<file path="config.mk">
export PLATFORM = sky130hd
export DESIGN_NAME = sn_issue_queue
export DESIGN_NICKNAME = d
export VERILOG_FILES = /design/src/rtl/sn_issue_queue.sv
export SDC_FILE = /design/constraint.sdc
export NUM_CORES = 1
export LEC_CHECK = 0
export CAP_MARGIN = 20
export CORE_AREA = 5 5 159 237
export CTS_CLUSTER_SIZE = 25
export DETAILED_ROUTE_END_ITERATION = 6
export DIE_AREA = 0 0 164 242
export PLACE_DENSITY_LB_ADDON = 0.12
export SKIP_CTS_REPAIR_TIMING = 1
export SYNTH_ARGS = -nofsm -noshare
export SYNTH_HDL_FRONTEND = slang
export SYNTH_SLANG_ARGS = --single-unit
export TNS_END_PERCENT = 100
</file>
<file path="constraint.sdc">
create_clock -name clk -period 8.5 [get_ports clk]
set_clock_uncertainty 0.05 [all_clocks]
set_input_delay 0.85 -clock clk [delete_from_list [all_inputs] [get_ports clk]]
set_output_delay 0.85 -clock clk [all_outputs]
set_load 0.03 [all_outputs]
</file>
<file path="src/rtl/sn_issue_queue.sv">
`default_nettype none
// ============================================================================
//  Module      : sn_issue_queue
//  Description : SN-side issuer for work-list ops. Buffers {addr,len}
//                descriptors in a FIFO. The head descriptor is offered to the
//                dispatch controller, which takes it with SN_clr_next. The
//                module tracks taken-but-not-done ops and signals batch
//                completion and protocol errors back to the scheduler.
//  Ports       : clk, rst           - clock, synchronous active-high reset
//                push_valid/ready   - descriptor push handshake
//                push_addr/len      - pushed descriptor
//                SN_next_op         - head descriptor offered
//                SN_next_addr/len   - FIFO head contents
//                SN_clr_next        - consumer took head (1-cycle pulse)
//                SN_req_done        - one taken op completed (1-cycle pulse)
//                fifo_count         - queued descriptors
//                outstanding        - taken-not-done ops
//                batch_done         - 1-cycle pulse when all work drained
//                err                - sticky protocol error
//  Revision    : 1.0 - initial release
// ============================================================================
module sn_issue_queue #(
    parameter int ADDR_WIDTH  = 64,
    parameter int WL_LEN_BITS = 32,
    parameter int DEPTH       = 4,
    parameter int MAX_OUT     = 2
) (
    input  logic                           clk,
    input  logic                           rst,
    input  logic                           push_valid,
    output logic                           push_ready,
    input  logic [ADDR_WIDTH-1:0]          push_addr,
    input  logic [WL_LEN_BITS-1:0]         push_len,
    output logic                           SN_next_op,
    output logic [ADDR_WIDTH-1:0]          SN_next_addr,
    output logic [WL_LEN_BITS-1:0]         SN_next_len,
    input  logic                           SN_clr_next,
    input  logic                           SN_req_done,
    output logic [$clog2(DEPTH+1)-1:0]     fifo_count,
    output logic [$clog2(MAX_OUT+1)-1:0]   outstanding,
    output logic                           batch_done,
    output logic                           err
);

    localparam int c_PW = (DEPTH > 1) ? $clog2(DEPTH) : 1;
    localparam int c_CW = $clog2(DEPTH + 1);
    localparam int c_OW = $clog2(MAX_OUT + 1);

    localparam logic [c_CW-1:0] c_DEPTH   = c_CW'(DEPTH);
    localparam logic [c_OW-1:0] c_MAX_OUT = c_OW'(MAX_OUT);

    localparam logic [1:0] c_IDLE  = 2'd0;
    localparam logic [1:0] c_ISSUE = 2'd1;
    localparam logic [1:0] c_WAIT  = 2'd2;

    logic [ADDR_WIDTH-1:0]  r_mem_addr [DEPTH];
    logic [WL_LEN_BITS-1:0] r_mem_len  [DEPTH];
    logic [c_PW-1:0]        r_wptr;
    logic [c_PW-1:0]        r_rptr;
    logic [c_CW-1:0]        r_count;
    logic [c_OW-1:0]        r_out;
    logic                   r_next_op;
    logic                   r_batch_done;
    logic                   r_err;
    logic [1:0]             r_state;

    logic                   w_push;
    logic                   w_pop;
    logic                   w_done_ok;
    logic                   w_proto_err;
    logic [c_CW-1:0]        w_count_nxt;
    logic [c_OW-1:0]        w_out_nxt;

    // push_ready looks only at the current count, never at a same-cycle pop.
    assign w_push      = push_valid && (r_count != c_DEPTH);
    assign w_pop       = SN_clr_next && r_next_op;
    assign w_done_ok   = SN_req_done && (r_out != '0);
    assign w_proto_err = (SN_clr_next && !r_next_op) || (SN_req_done && (r_out == '0));

    // A valid pop together with a valid done leaves outstanding unchanged.
    assign w_count_nxt = r_count + c_CW'(w_push) - c_CW'(w_pop);
    assign w_out_nxt   = r_out + c_OW'(w_pop) - c_OW'(w_done_ok);

    always_ff @(posedge clk) begin
        if (rst) begin
            for (int i = 0; i < DEPTH; i++) begin
                r_mem_addr[i] <= '0;
                r_mem_len[i]  <= '0;
            end
            r_wptr       <= '0;
            r_rptr       <= '0;
            r_count      <= '0;
            r_out        <= '0;
            r_next_op    <= 1'b0;
            r_batch_done <= 1'b0;
            r_err        <= 1'b0;
            r_state      <= c_IDLE;
        end else begin
            if (w_push) begin
                r_mem_addr[r_wptr] <= push_addr;
                r_mem_len[r_wptr]  <= push_len;
                r_wptr             <= r_wptr + c_PW'(1);
            end
            if (w_pop) begin
                r_rptr <= r_rptr + c_PW'(1);
            end
            r_count <= w_count_nxt;
            r_out   <= w_out_nxt;

            // Offer is computed from next-state occupancy so it is a flop
            // that always agrees with the count registers it describes.
            r_next_op <= (w_count_nxt != '0) && (w_out_nxt < c_MAX_OUT);

            if (w_proto_err) begin
                r_err <= 1'b1;
            end

            r_batch_done <= 1'b0;
            case (r_state)
                c_IDLE: begin
                    if (w_push) begin
                        r_state <= c_ISSUE;
                    end
                end
                c_ISSUE: begin
                    if (w_count_nxt == '0) begin
                        if (w_out_nxt != '0) begin
                            r_state <= c_WAIT;
                        end else begin
                            r_state      <= c_IDLE;
                            r_batch_done <= 1'b1;
                        end
                    end
                end
                c_WAIT: begin
                    if (w_push) begin
                        r_state <= c_ISSUE;
                    end else if (w_out_nxt == '0) begin
                        r_state      <= c_IDLE;
                        r_batch_done <= 1'b1;
                    end
                end
                default: begin
                    r_state <= c_IDLE;
                end
            endcase
        end
    end

    assign push_ready   = (r_count != c_DEPTH);
    assign SN_next_op   = r_next_op;
    assign SN_next_addr = r_mem_addr[r_rptr];
    assign SN_next_len  = r_mem_len[r_rptr];
    assign fifo_count   = r_count;
    assign outstanding  = r_out;
    assign batch_done   = r_batch_done;
    assign err          = r_err;

endmodule
`default_nettype wire

</file>
# After elaboration in Yosys (flattened, before gate mapping)
# Memory sizes are Yosys's and may differ from the RTL's. A register that Yosys moved wholly into a read port is not among the register bits.
# Index checks and enable logic that the tools add are counted.
# W data, S select, Z words.
# classes
add_sub_neg	6
multipliers	0
div	0
n_lt_le_gt_ge	1
eq_ne	6
shift	0
muxes	26
n_bitwise	0
reduce_logical	18
# op_table
cell	n
$mux W64	1
$reduce_or A64 Y1	1
$mux W32	1
$reduce_or A32 Y1	1
$mux W2	11
$mux W1	11
$logic_and A1 B1 Y1	6
$logic_not A2 Y1	3
$ne A3 B3 Y1 const B	2
$pmux W2 S3	1
$add A2 B1 Y2 const B	2
$ne A2 B2 Y1 const B	2
$reduce_bool A2 Y1	2
$add A3 B1 Y3	1
$logic_not A3 Y1	1
$reduce_and A3 Y1	1
$reduce_bool A3 Y1	1
$sub A3 B1 Y3	1
$add A2 B1 Y2	1
$eq A2 B1 Y1 const B	1
$eq A2 B2 Y1 const B	1
$lt A2 B2 Y1 const B	1
$pmux W1 S2	1
$sub A2 B1 Y2	1
2 further kinds	2
# word_totals
register_bits	14
latch_bits	0
ram_bits	384
romBits	0
inputBits	101
wordCells	67
mem_count	2
# mem_list
memory	depth	width	read_ports	rd_ports_with_merged_regs	write_ports	line_no	rtl
r_mem_addr	4	64	1	1	4	56	logic [ADDR_WIDTH-1:0] r_mem_addr [DEPTH];
r_mem_len	4	32	1	1	4	57	logic [WL_LEN_BITS-1:0] r_mem_len [DEPTH];

# Longest topological paths before layout
# Gate-level depths: netlist (run 1).
# logic_depth
depth_word	7
ltp_mapped	11
ltp_nobuf	11

# Least setup slack after synthesis (run 1)
# Ideal clock, no wire load.
# synth_path
path_kind	in2reg
from	input push_valid
to	memory r_mem_addr[2][0], enable pin
setup_time_ns	0.570
arrival_ns	5.561
required_ns	7.880
path_slack_ns	2.318
stages	4
n_path_buf	0
cell_sequence	inv_2 > nor2_4 > inv_2 > o21bai_1
# synth_lines
item	line_no	rtl
from (decl)	30	input logic push_valid,
to (decl)	56	

==> run metrics, run 1 <==
CTS max path bufs=3; # H-tree levels=2; origin of the critical flop-to-flop path=fifo_count[2]; IR drop worst, VDD=202 uV; number of instances in the synthesized netlist=1018; hold path endpoint=err; Synth top area share=66.4%; Fillers=2810; final critical-path setup slack=4.31 ns; f_max=0.239 GHz; summed instance area of the synthesized netlist=17400 um2; top library cells by usage in the layout, fill and taps aside=384 x and2_1, 384 x edfxtp_1, 205 x clkdlybuf4s50_1, 96 x mux4_2, 41 x clkbuf_16; clock-pin slew reported for the worst setup and hold paths after clock tree synthesis=0.06 ns; combined area of the multi-input logic cells=5140 um2; final routed wire length divided by cell count=21.8 um; Die Outline Area=39700 um2; leakage power=7.52 nW; status=complete, no violations; instance count after placement with tap cells included=1652; CTS root buf=clkbuf_16; met3 Usage GRT=4.20%; initial cell density of the core=48.9%; die outline height=242 um; Cell Rows=85; net count after synthesis=1128; unrepaired setup endpoints after global routing=false; min Tclk post-route=4.19 ns; CP startpoint kind=flip-flop; global-route track usage on met2=35.1%; layout-stage area growth over the synthesis result=21.2%; sequential standard cell area=11900 um2; global-route wire length before repair=57.7 mm; input/output buffers=205; sum of negative setup slack=0 ns; number of global-route vias before repair=9964; biggest fanout along the worst timing path=53; Floorplan Core Area=35500 um2; slew of the pin with the lowest slew margin=1.06 ns; DR vias/cell=5.23; post-synthesis sequential element count=400; routability congestion estimate=0.765; most common flop cell mapped by yosys=edfxtp_1; hold path startpoint=err; total congestion overflow after global routing=0; pins over their slew limit=0; filler-free cell count of the finished design=1719; required arrival time at the worst endpoint=7.60 ns; die extent in x=164 um; overall routed net length=37.5 mm; fraction of registers with async set/reset=0%; Final Hold Violating Endpoints=0; mean instance size in the synthesized netlist=17.0 um2; worst setup timing slack at the placement stage=4.46 ns; Post-synth EDFFs=384; pin count of the biggest net entering global routing=97; Hold Crit Depth=2; iteration count of the initial detailed-routing pass=6; number of antenna violations at the first check in global routing=2; clock network latency to the later pin of the worst-skew pair=0.53 ns; DP HPWL=20.9 mm; worst reg2reg path depth=11; worst relative slew slack=29.5%; total number of vias=8987; capturing element type of the critical path=output port; global-route layer with the greatest usage=met2; post-synth top area cell=edfxtp_1; final layout net count=1324; Total Routing Usage GR=19.2%; count of routing violations after the opening detailed-route iteration=483; # IOs=206; hold crit path type=flip-flop to flip-flop; fraction of layout instances using a drive strength above 1=14.4%; clock tree from TritonCTS=yes; ranking of synthesized cells by area=edfxtp_1 66%, and2_1 14%, mux4_2 12%; worst endpoint data arrival time=3.29 ns; sink count of the clock tree=400; number of warnings reported in the yosys synthesis log=0; hold slack=0.469 ns; post-detailed-route DRC marker count=0; Register-to-Register Setup Slack=5.50 ns; number of setup violations in the final report=0; met1 Use GR=22.8%; endpoint of the worst-slack reg-to-reg timing path=r_state[0]; number of distinct library cells after synthesis=39; final worst path period share=49.3%; power density cells=263 nW/um2; # Max-Cap Violations=0; Worst Setup Path Type=flip-flop to output port; sequential area share after synthesis=68.3%; Num CTS Buffers=38; count of nets left with antenna violations after detail routing=0
## metrics by stage
stage	power, mW	util [%]	cell area (um2)
floorplan	3.41	-	17400
global placement	3.92	55.8	19800
detailed placement	3.93	55.8	19800
CTS	5.60	59.2	21000
global route	5.76	59.2	21000
finish	5.53	59.2	21000
## registers in the layout (all words and copies together) (netlist names), 2 cells and up, named ones only
name	cells
fifo_count	3
outstanding	2
r_mem_addr	256
r_mem_len	128
r_rptr	2
r_state	2
r_wptr	2
## power breakdown
| group | leakage [nW] | switching [mW] | internal [mW] | total, mW |
|---|---|---|---|---|
| combinational | 2.80 | 0.748 | 0.608 | 1.36 |
| clock | 0.589 | 0.702 | 0.969 | 1.67 |
| sequential | 4.13 | 0.0816 | 2.42 | 2.50 |
## kinds of logic after synthesis
kind of cell	after synthesis	synth area share, %
simple gates	420	15.1
flops	400	68.3
mux	98	12.6
buf+inv	77	2.37
fa+ha+maj	9	0.692
compound gates	7	0.360
xor+xnor	7	0.598
## synth_stat cells, types with 2 or more instances
| library cell | count |
|---|---|
| clkbuf_2 | 12 |
| edfxtp_1 | 384 |
| nand2_1 | 2 |
| buf_6 | 4 |
| inv_1 | 11 |
| nor2_4 | 3 |
| o21bai_1 | 2 |
| xnor3_1 | 2 |
| nor2_1 | 11 |
| nor3_1 | 3 |
| clkbuf_1 | 23 |
| buf_8 | 5 |
| buf_2 | 17 |
| dfxtp_1 | 16 |
| mux4_2 | 96 |
| buf_1 | 3 |
| nand3_1 | 3 |
| and2_1 | 384 |
| ha_1 | 8 |
| nand2b_1 | 2 |
| nor2b_1 | 5 |
| xor2_1 | 3 |
| nor3_2 | 2 |
| inv_2 | 2 |
## metal layers
metal	up-vias	part of all wire, %
li1	4147	-
met1	4584	38
met2	209	55
met3	45	5.6
met4	2	2.1
met5	-	0.035
## worst max-delay path by stage
stage,endpoint,depth (start not counted)
2_1_floorplan,r_mem_addr[2][0],4
3_3_place_gp,r_mem_addr[0][18],6
3_5_place_dp,r_mem_addr[0][24],6
4_1_cts,SN_next_len[16],3
5_1_grt,SN_next_addr[63],3
6_report,SN_next_addr[63],3
## final cells by class
type                    instances  area share, %
repair buffers                220           10.3
well taps                     478           2.84
clock inverters                15          0.708
flip-flops and latches        400           56.4
diodes                          1         0.0119
inverters                      13          0.232
clock buffers                  51           5.06
multi-input cells             541           24.4
## worst max-delay path, cell delays in order (launching register included)
cell and delay (ns):
dfxtp_4 0.80, buf_4 0.77, mux4_2 0.35, clkdlybuf4s50_1 0.75
No activity file was read; power rests on OpenSTA's default activity.
==> inputs of run 2 (changes only) <==
clock period = 4.1 ns   (was 8.5 ns; I/O delays follow)
==> run 2 against run 1 <==
Effect of this change: via count is 0.32% higher; hold slack got worse by 0.011 ns; register-to-register slack worse by 4.3 ns; core utilization is 0.28 points higher; total power is 110% higher; clock-buffer cell count did not move; setup slack got worse by 3.6 ns; first-iteration DRC count up 11%; largest cell class unchanged; flip-flop and latch count stayed put; die area did not move; critical path depth is the same; critical endpoint is now SN_next_addr[17]; critical path type unchanged.
==> run metrics, run 2 (synthesis gave the netlist of run 1 again) <==
Total Routing Usage GR=19.4% (+0.17 points); power density cells=538 nW/um2 (+100%); count of routing violations after the opening detailed-route iteration=534 (+11%); layout-stage area growth over the synthesis result=21.8%; post-route cell area=21100 um2 (+0.47%); # Max-Cap Violations=0 (unchanged); worst relative slew slack=43.9% (+14 points); number of antenna violations at the first check in global routing=3 (+1); hold crit path type=flip-flop to flip-flop; final layout net count=1334 (+0.76%); number of setup violations in the final report=0 (unchanged); total congestion overflow after global routing=0 (unchanged); initial cell density of the core=48.9% (unchanged); CTS root buf=clkbuf_16; leakage power=7.57 nW (+0.74%); highest metal layer with signal wires=met5; Metal-1 WL=14.4 mm (+2.1%); Die Outline Area=39700 um2 (unchanged); final routed wire length divided by cell count=21.7 um (-0.59%); Worst Setup Path Type=flip-flop to output port; sum of negative setup slack=0 ns (unchanged); slew of the pin with the lowest slew margin=0.841 ns (-0.217 ns); Floorplan Core Area=35500 um2 (unchanged); overall routed net length=37.5 mm (+0.16%); clock-pin slew reported for the worst setup and hold paths after clock tree synthesis=0.06 ns (about the same); final worst path period share=82.8%; Top reg by flops=r_mem_addr; CTS max path bufs=3 (unchanged); die outline height=242 um (unchanged); clock tree from TritonCTS=yes; DR vias/cell=5.21 (-0.43%); input/output buffers=205 (unchanged); worst endpoint data arrival time=2.94 ns (-0.35 ns); Hold Crit Depth=2 (unchanged); biggest fanout along the worst timing path=27 (-49%); total number of vias=9016 (+0.32%); min Tclk post-route=3.40 ns; CP startpoint kind=flip-flop; top library cells by usage in the layout, fill and taps aside=384 x and2_1, 384 x edfxtp_1, 205 x clkdlybuf4s50_1, 96 x mux4_2, 41 x clkbuf_16; filler-free cell count of the finished design=1732 (+0.76%); IR drop worst, VDD=530 uV (+160%); Placed Instance Area=20000 um2 (+0.72%); wire length on met3=1.99 mm (-5.8%); post-detailed-route DRC marker count=0 (unchanged); clock network latency to the later pin of the worst-skew pair=0.52 ns (about the same); status=complete, no violations; Final Hold Violating Endpoints=0 (unchanged); pins over their slew limit=0 (unchanged); pin count of the biggest net entering global routing=66 (-32%); die extent in x=164 um (unchanged); Fillers=2787 (-0.82%); global-route wire length before repair=58.1 mm (+0.73%); DP HPWL=21.2 mm (+1.6%); required arrival time at the worst endpoint=3.64 ns (-3.96 ns); flip-flop count of the largest register, all copies and words added=256 (unchanged); unrepaired setup endpoints after global routing=false; instance count after placement with tap cells included=1661 (+0.54%); sink count of the clock tree=400 (unchanged); # IOs=206 (unchanged); routability congestion estimate=0.750 (-1.9%); fraction of layout instances using a drive strength above 1=15.3% (+0.82 points); Final Core Density=59.5% (+0.28 points); number of global-route vias before repair=9953 (-0.11%); capturing element type of the critical path=output port; Detail Route met2 WL=20.2 mm (-1.4%); f_max=0.294 GHz; worst reg2reg path depth=11 (unchanged); # H-tree levels=2 (unchanged); Num CTS Buffers=39 (+2.6%); count of nets left with antenna violations after detail routing=0 (unchanged); Cell Rows=85 (unchanged); iteration count of the initial detailed-routing pass=5 (-1)
-- run 2: cell types whose count changed in the layout (fill, tap and decap cells not counted), sizes merged --
cell	delta
diode	+1
clkinv	+6
bufinv	-3
buf	+9
-- run 2: final timing paths --
check | startpoint | endpoint | slack (ns)
setup reg to reg | fifo_count[2] | r_state[0] | 1.16
setup / recovery | flip-flop | SN_next_addr[17] | 0.70
hold / removal | err | err | 0.46
hold reg to reg | err | err | 0.46
-- run 2: report_power, final --
group / internal [mW] / switching (mW) / total, mW
Clock: 1.86 / 1.47 / 3.32
Sequential: 5.02 / 0.185 / 5.21
Combinational: 1.29 / 1.54 / 2.83
Total: 8.17 / 3.19 / 11.4
-- run 2: worst max-delay path, stage by stage (launching register included) --
cell and delay [ns]:
dfxtp_4 0.76, buf_4 0.42, mux4_2 0.58, clkdlybuf4s50_1 0.61
-- run 2: metrics by stage --
stage / hold WS [ns] / power (mW) / setup slack, ns
CTS: 0.465 / 11.5 / 0.598
finish: 0.458 / 11.4 / 0.704
detailed placement: 0.450 / 8.19 / 0.657
floorplan: 0.434 / 7.06 / 0.184
global placement: 0.415 / 8.17 / 0.688
global route: 0.519 / 11.9 / 0.514
-- run 2: final cells by class --
class / instances / area [um2] / share of cell area [%]
Inverter: 13 / 48.8 / 0.231
Multi-Input combinational cell: 541 / 5140 / 24.3
Tap cell: 478 / 598 / 2.83
Antenna cell: 2 / 5.00 / 0.0237
Clock buffer: 51 / 1080 / 5.13
Timing Repair Buffer: 229 / 2320 / 11.0
Sequential cell: 400 / 11900 / 56.1
Clock inverter: 18 / 82.6 / 0.391
-- run 2: metal layers --
layer	track usage [%]	vias up
met5	0	-
met4	6.07	2
met3	3.85	55
met2	34.5	238
met1	23.7	4560
li1	-	4161
